`src/rtl/mem_port_arbiter.sv`:
```
// rtl/mem_port_arbiter.sv - shares one memory port between fetch and data requesters
// One transaction outstanding at a time; data has priority unless fetch has lost STARVE_MAX times in a row.
module mem_port_arbiter #(
    parameter int ADDR_W     = 32,
    parameter int DATA_W     = 32,
    parameter int STARVE_MAX = 3
) (
    input  logic                clk,
    input  logic                rst_n,
    input  logic                if_req,
    input  logic [ADDR_W-1:0]   if_addr,
    output logic                if_ack,
    output logic [DATA_W-1:0]   if_rdata,
    input  logic                dm_req,
    input  logic                dm_we,
    input  logic [ADDR_W-1:0]   dm_addr,
    input  logic [DATA_W-1:0]   dm_wdata,
    input  logic [DATA_W/8-1:0] dm_wstrb,
    output logic                dm_ack,
    output logic [DATA_W-1:0]   dm_rdata,
    output logic                mem_valid,
    input  logic                mem_ready,
    output logic                mem_we,
    output logic [ADDR_W-1:0]   mem_addr,
    output logic [DATA_W-1:0]   mem_wdata,
    output logic [DATA_W/8-1:0] mem_wstrb,
    input  logic                mem_rvalid,
    input  logic [DATA_W-1:0]   mem_rdata,
    output logic                stall_f,
    output logic                stall_m
);

    localparam int CW = $clog2(STARVE_MAX + 1);
    localparam logic [CW-1:0] SMAX = CW'(STARVE_MAX);

    typedef enum logic [1:0] {IDLE, REQ, RESP} state_t;

    state_t        state;
    logic          owner;
    logic [CW-1:0] starve_cnt;
    logic          both;
    logic          grant_d;
    logic          resp_done;

    assign both    = if_req & dm_req;
    assign grant_d = dm_req & ~(both & (starve_cnt == SMAX));

    always_ff @(posedge clk or negedge rst_n) begin
        if (!rst_n) begin
            state      <= IDLE;
            owner      <= 1'b0;
            starve_cnt <= '0;
            mem_valid  <= 1'b0;
            mem_we     <= 1'b0;
            mem_addr   <= '0;
            mem_wdata  <= '0;
            mem_wstrb  <= '0;
        end else begin
            case (state)
                IDLE: begin
                    if (if_req | dm_req) begin
                        state     <= REQ;
                        mem_valid <= 1'b1;
                        owner     <= grant_d;
                        if (grant_d) begin
                            mem_we    <= dm_we;
                            mem_addr  <= dm_addr;
                            mem_wdata <= dm_wdata;
                            mem_wstrb <= dm_we ? dm_wstrb : '0;
                            // a data win under contention implies the counter is below SMAX
                            if (both) begin
                                starve_cnt <= starve_cnt + 1'b1;
                            end
                        end else begin
                            mem_we     <= 1'b0;
                            mem_addr   <= if_addr;
                            mem_wdata  <= '0;
                            mem_wstrb  <= '0;
                            starve_cnt <= '0;
                        end
                    end
                end
                REQ: begin
                    if (mem_ready) begin
                        mem_valid <= 1'b0;
                        state     <= RESP;
                    end
                end
                RESP: begin
                    if (mem_rvalid) begin
                        state <= IDLE;
                    end
                end
                default: state <= IDLE;
            endcase
        end
    end

    assign resp_done = (state == RESP) & mem_rvalid;
    assign if_ack    = resp_done & ~owner;
    assign dm_ack    = resp_done & owner;
    assign if_rdata  = mem_rdata;
    assign dm_rdata  = mem_rdata;
    assign stall_f   = if_req & ~if_ack;
    assign stall_m   = dm_req & ~dm_ack;

endmodule

```
`config.mk`:
```
export PLATFORM = sky130hd
export DESIGN_NAME = mem_port_arbiter
export DESIGN_NICKNAME = d
export VERILOG_FILES = /design/src/rtl/mem_port_arbiter.sv
export SDC_FILE = /design/constraint.sdc
export NUM_CORES = 1
export LEC_CHECK = 0
export CAP_MARGIN = 20
export CORE_MARGIN = 2
export CORE_UTILIZATION = 35
export CTS_BUF_LIST = sky130_fd_sc_hd__clkbuf_16
export DETAILED_ROUTE_END_ITERATION = 10
export GPL_ROUTABILITY_DRIVEN = 0
export MAX_ROUTING_LAYER = met4
export PLACE_DENSITY = 0.82
export SETUP_SLACK_MARGIN = 0.3
export SLEW_MARGIN = 20
export SYNTH_ARGS = -nofsm -noshare
export SYNTH_HDL_FRONTEND = slang
export SYNTH_SLANG_ARGS = --single-unit
```
`constraint.sdc`:
```
create_clock -name clk -period 2.3 [get_ports clk]
set_input_delay 0.46 -clock clk [delete_from_list [all_inputs] [get_ports clk]]
set_output_delay 0.46 -clock clk [all_outputs]
set_load 0.005 [all_outputs]
```
==> results of run 1 <==
==> worst max-delay path, stage by stage (launching register included) <==
cell and delay [ns]:
dfrtp_1 0.41, nand2_2 0.12, nor3_4 0.04, nor2b_1 0.10, clkdlybuf4s50_1 0.50
==> per-layer routing <==
metal / vias to the layer above / GRT usage [%]
met2: 144 / 30.80
li1: 1225 / -
met1: 1278 / 16.88
met5: - / -
met3: 32 / 4.762
met4: 0 / 8.059
==> stage by stage <==
step / instance area, um^2 / setup WS, ns / cells
floorplan: 3825 / 0.3949 / 291
global placement: 5348 / -0.04418 / 541
detailed placement: 5348 / -0.09060 / 541
CTS: 5710 / 0.3111 / 560
global route: 5718 / 0.2695 / 560
finish: 5718 / 0.3353 / 560
==> power breakdown <==
group          internal [uW]  leakage [uW]  total [uW]  switching, uW
registers               1990      0.000922        2410            423
logic                   2220       0.00141        3270           1050
clock network            957      0.000149        1510            558
==> placed cells by master (no fill, tap or decap), types with 2 or more instances in the layout <==
cell type and count:
o21ai_0 11, a21o_1 2, clkinvlp_4 3, nand2b_1 2
inv_6 2, nand2_1 5, nor2_1 2, dfrtp_1 74
a22o_1 32, dlygate4sd2_1 5, mux2_4 31, nand3_1 3
clkdlybuf4s50_1 174, nor3_4 3, buf_4 8, buf_12 4
mux2_2 34, bufinv_16 2, or2_4 2, clkbuf_16 9
==> worst paths after layout <==
| path | from | endpoint | cells after the start |
|---|---|---|---|
| setup / recovery | state[1] | stall_f | 4 |
| max in group asynchronous | rst_n | state[0] | 2 |
| min in group clk | mem_addr[15] | mem_addr[15] | 1 |
| setup reg to reg | starve_cnt[0] | mem_addr[21] | 5 |
| hold reg to reg | mem_addr[15] | mem_addr[15] | 1 |
| hold / removal | rst_n | mem_wdata[5] | 1 |
==> cell families after synthesis <==
kind of cell	count (synthesis)	synth area share, %
compound gates	46	9.355
mux	65	22.18
fa+ha+maj	1	0.3271
flops	75	49.07
simple gates	24	3.566
buf+inv	80	15.51
==> timing repair <==
action | 4_1_cts | 5_1_grt
endpoints found under the setup margin | 36 | 2
hold buffers | 0 | 0
pin swaps | 3 | 1
gates resized for setup | 9 | 3
cloned | 1 | 0
setup buffers | 2 | 0
==> final cells by class <==
type | instances | area, um^2 | share of cell area [%]
inverters | 1 | 3.754 | 0.06565
multi-input cells | 137 | 1410 | 24.66
repair buffers | 191 | 1926 | 33.68
well taps | 140 | 175.2 | 3.063
clock buffers | 9 | 225.2 | 3.939
flip-flops and latches | 75 | 1878 | 32.84
clock inverters | 7 | 100.1 | 1.751
==> registers in the layout (all words and copies together) (netlist names) <==
name        count
mem_wdata      32
mem_valid       1
starve_cnt      2
state           2
mem_addr       32
owner           1
mem_we          1
mem_wstrb       4
==> summary.md, run 1 <==
| Metric | Value |
|---|---|
| Status | `complete, no violations` |
| VDD IR-drop max | `0.0006335 V` |
| Layout area overhead | `49.49%` |
| Core Util, Final | `53.21%` |
| Slew HR | `52.48%` |
| Worst Path Arrival | `1.50 ns` |
| First-pass detailed-route iteration total | `4` |
| Worst-Margin Slew | `0.7105 ns` |
| CTS tree | `built` |
| Synth Net Count | `431` |
| Final wirelength | `10.19 mm` |
| Synth top area share | `49.07%` |
| Final setup fails | `0` |
| Crit path max fanout | `4` |
| DRC | `0` |
| Reg2Reg Setup Slack | `0.42 ns` |
| Post-route ant nets | `0` |
| Final HPWL DP | `7.555 mm` |
| Worst-path clk slew | `0.06 ns` |
| Hold Vio Cnt, Final | `0` |
| Root Driver | `clkbuf_16` |
| Hold slack final | `0.09948 ns` |
| Core region area | `0.01075 mm^2` |
| Fin. max-slew vios | `0` |
| Worst Setup End Kind | `output port` |
| CP Launch Type | `flip-flop` |
| Initial DRC count | `54` |
| Post-Syn Area | `0.003825 mm^2` |
| Wire length on met3 | `757 um` |
| Cells after synthesis | `291` |
| Synth Flop Type | `dfrtp_1` |
| Die extent in x | `108.5 um` |
| Synth area leaders | `dfrtp_1 49%, buf_4 13%, mux2_4 12%, mux2_2 10%, a22o_1 7.3%` |
| Pwr dens | `1258 mW/mm^2` |
| Leakage | `0.002484 uW` |
| RSZ-0062 raised after global routing | `yes` |
| Clk_lat worst skew | `0.33 ns` |
| Tcrit/Tclk final | `85.42%` |
| Routed via count | `2679` |
| Area leader, netlist | `dfrtp_1` |
| M1 WL | `3.590 mm` |
| Initial antenna violation count | `0` |
| TritonCTS buffer count | `9` |
| Chip height | `108.5 um` |
| # rows | `38` |
| WL met2 | `5.546 mm` |
| Fill count | `925` |
| Register area share after synthesis | `49.07%` |
| Setup TNS | `0 ns` |
| Critical Path RT | `1.84 ns` |
| Worst Skew | `0.008015 ns` |
| Clock Path Buffers | `2` |
| Routed wire length per instance | `18.20 um` |
| Io pins | `277` |
| # Max-Cap Violations | `0` |
| H-tree depth | `3` |
| Number of distinct library cells after synthesis | `27` |
| Largest net degree at the start of global routing | `41` |
| Global route overflow | `0` |
| Register bit total from synthesis | `75` |
| Total power | `7194 uW` |
| Commonest cells post-synth | `75 x dfrtp_1, 65 x buf_4, 34 x mux2_2` |
| Synth warn | `0` |
| Post-synth ARST share | `100.0%` |
| Top Layer Used | `met4` |
| Fmax | `509.0 MHz` |
| Nets | `555` |
| ANT cells | `0` |
| GRT Total Usage | `17.07%` |
| Min cycle time layout | `1.965 ns` |
| Tightest Hold Check Type | `in -> async` |
| Initial Utilization | `35.60%` |
| Number of global-route vias before repair | `2820` |
| Synthesized area per cell | `13.14 um^2` |
| First-pass GRT wire length | `14.57 mm` |
| Layout cell share with drive strength beyond 1 | `24.76%` |
| I/O Buffers | `180` |
| Sink Count | `75` |
| Most frequent cell after synthesis | `dfrtp_1` |
| CP Class | `reg -> out` |
| Die ar. | `0.01178 mm^2` |
| Via density | `4.784` |
| Number of synthesized flops with an enable pin | `0` |
Note: power is estimated with default switching activity, not from simulation.
==> inputs of run 2 (changes only) <==
Settings changed: CORE_UTILIZATION 35 to 32, PLACE_DENSITY 0.82 to 0.79.
Clock period 2.3 ns to 1.6 ns, I/O delays scaled along.
==> summary.md, run 2 (same netlist as run 1, synthesis figures left out) <==
| Metric | Value |
|---|---|
| Status | `finished, violations left` |
| Violated checks | `negative hold slack, negative setup slack` |
| Worst-path clk slew | `0.06 ns` |
| Worst-Margin Slew | `0.4113 ns` |
| Nets | `624` |
| Final worst-path setup slack | `-0.1691 ns` |
| Initial DRC count | `119` |
| Reg2reg end | `mem_addr[14]` |
| I/O Buffers | `180` |
| TritonCTS buffer count | `9` |
| Reg2Reg Setup Slack | `-0.17 ns` |
| Fin. max-slew vios | `0` |
| GRT Total Usage | `17.99%` |
| Critical Path RT | `1.82 ns` |
| Most common cell after layout, fill and taps aside | `clkdlybuf4s50_1` |
| Initial antenna violation count | `0` |
| Hold Vio Cnt, Final | `1` |
| # rows | `39` |
| Via density | `4.856` |
| Reg-to-Reg Start | `starve_cnt[0]` |
| Hold slack final | `-0.002990 ns` |
| ANT cells | `0` |
| Crit path max fanout | `8` |
| Combinational share of power | `53.5%` |
| Clock Path Buffers | `2` |
| Crit-path max cell delay | `0.42 ns` |
| CP Class | `reg -> reg` |
| VDD IR-drop max | `0.0008059 V` |
| WP buf/inv | `2` |
| Pint | `8559 uW` |
| Worst Path Arrival | `1.98 ns` |
| Sw frac | `29.25%` |
| CP Launch Type | `flip-flop` |
| Global route overflow | `0` |
| Critical path's top delay family | `multiplexers` |
| First-pass GRT wire length | `17.37 mm` |
| Final instance area | `0.006684 mm^2` |
| Die extent in x | `113.3 um` |
| Min cycle time layout | `1.769 ns` |
| Initial Utilization | `33.07%` |
| Tightest Hold Check Type | `in -> async` |
| Routed via count | `3069` |
| Clk_lat worst skew | `0.33 ns` |
| Core region area | `0.01156 mm^2` |
| Slew HR | `72.58%` |
| Final wirelength | `12.18 mm` |
| RSZ-0062 raised after global routing | `yes` |
| Worst Setup End Kind | `flip-flop` |
| Die ar. | `0.01284 mm^2` |
| Routed wire length per instance | `19.27 um` |
| H-tree depth | `3` |
| Fmax | `565.3 MHz` |
| Layout cell share with drive strength beyond 1 | `37.83%` |
| Biggest regs | `mem_addr (32), mem_wdata (32), mem_wstrb (4)` |
| # Max-Cap Violations | `0` |
| Worst Skew | `0.006869 ns` |
| Io pins | `277` |
| CTS tree | `built` |
| Commonest cells after routing, fill and taps aside | `102 x clkdlybuf4s50_1, 74 x dfrtp_1, 65 x clkdlybuf4s15_1` |
| First-pass detailed-route iteration total | `4` |
| Net switching power | `3539 uW` |
| Largest net degree at the start of global routing | `76` |
| Post-route ant nets | `0` |
| Sink Count | `75` |
| Core Util, Final | `57.80%` |
| Clock Power Share | `17.8%` |
| Cells along the critical path | `ha_4 > a21boi_4 > buf_6 > clkbuf_16 > mux2_2 > mux2_4` |
| Leakage | `0.003143 uW` |
| Root Driver | `clkbuf_16` |
| CP max-delay cell | `dfrtp_1` |
| Hold Buf Count CTS | `0` |
| Tcrit/Tclk final | `110.6%` |
| Number of global-route vias before repair | `3295` |
| Final HPWL DP | `7.371 mm` |
| R2R cell count | `6` |
| Pwr dens | `1810 mW/mm^2` |
| Placement Cell Area | `0.005472 mm^2` |
| Final setup fails | `70` |
| Chip height | `113.3 um` |
| DRC | `0` |
| Layout area overhead | `74.75%` |
| Part of the power in registers | `28.7%` |
## run 2: cell types whose count changed in the layout (fill, tap and decap cells not counted), moves of 6 or more
cell / delta
clkdlybuf4s50_1: -72
clkdlybuf4s15_1: +65
buf_4: +41
mux2_2: -25
mux2_4: +25
buf_6: +14
buf_16: +9
o21ai_0: -6
## run 2: routing by layer
| metal | up-vias | wire [um] | GRT usage [%] |
|---|---|---|---|
| li1 | 1362 | - | - |
| met1 | 1515 | 4764 | 20.05 |
| met2 | 133 | 6216 | 30.62 |
| met3 | 59 | 761 | 3.053 |
| met4 | 0 | 433 | 10.00 |
| met5 | - | 0 | - |
## run 2: power by group through the flow
stage	clock network (uW)	logic (uW)	registers [uW]
6_report	2160	6470	3470
3_5_place_dp	0	4910	3440
2_1_floorplan	0	2360	3450
5_1_grt	2280	6830	3580
4_1_cts	2210	5890	3390
3_3_place_gp	0	4810	3400
## run 2: how the worst max path moves through the flow
stage,from,end,slack (ns),depth (start not counted)
after global placement,dm_req,mem_addr[12],-0.43,5
after global routing,starve_cnt[0],mem_addr[4],-0.22,6
after CTS,starve_cnt[1],mem_addr[0],-0.17,6
after detailed placement,dm_req,mem_addr[31],-0.48,5
after floorplan,starve_cnt[0],mem_addr[17],-0.07,6
final,starve_cnt[0],mem_addr[14],-0.17,6
## run 2: cell type report
| class | instances | area [um^2] |
|---|---|---|
| Multi-Input combinational cell | 137 | 1564 |
| Fill cell | 940 | 4881 |
| Clock inverter | 7 | 91.34 |
| Clock buffer | 9 | 225.2 |
| Timing Repair Buffer | 260 | 2743 |
| Tap cell | 143 | 178.9 |
| Sequential cell | 75 | 1878 |
| Inverter | 1 | 3.754 |
## run 2: metrics by stage
stage	power (uW)	TNS (ns)	setup WS, ns	cells
floorplan	5811	-1.322	-0.06968	291
CTS	11500	-6.557	-0.1721	612
global placement	8206	-24.98	-0.4251	551
finish	12100	-7.666	-0.1691	632
global route	12700	-10.66	-0.2208	632
detailed placement	8352	-27.73	-0.4828	551
## run 2: what timing repair did
item	CTS	global route
endpoints found under the setup margin	148	103
pin swaps	5	3
buffers inserted	35	18
resized for setup	160	50
cloned	10	2
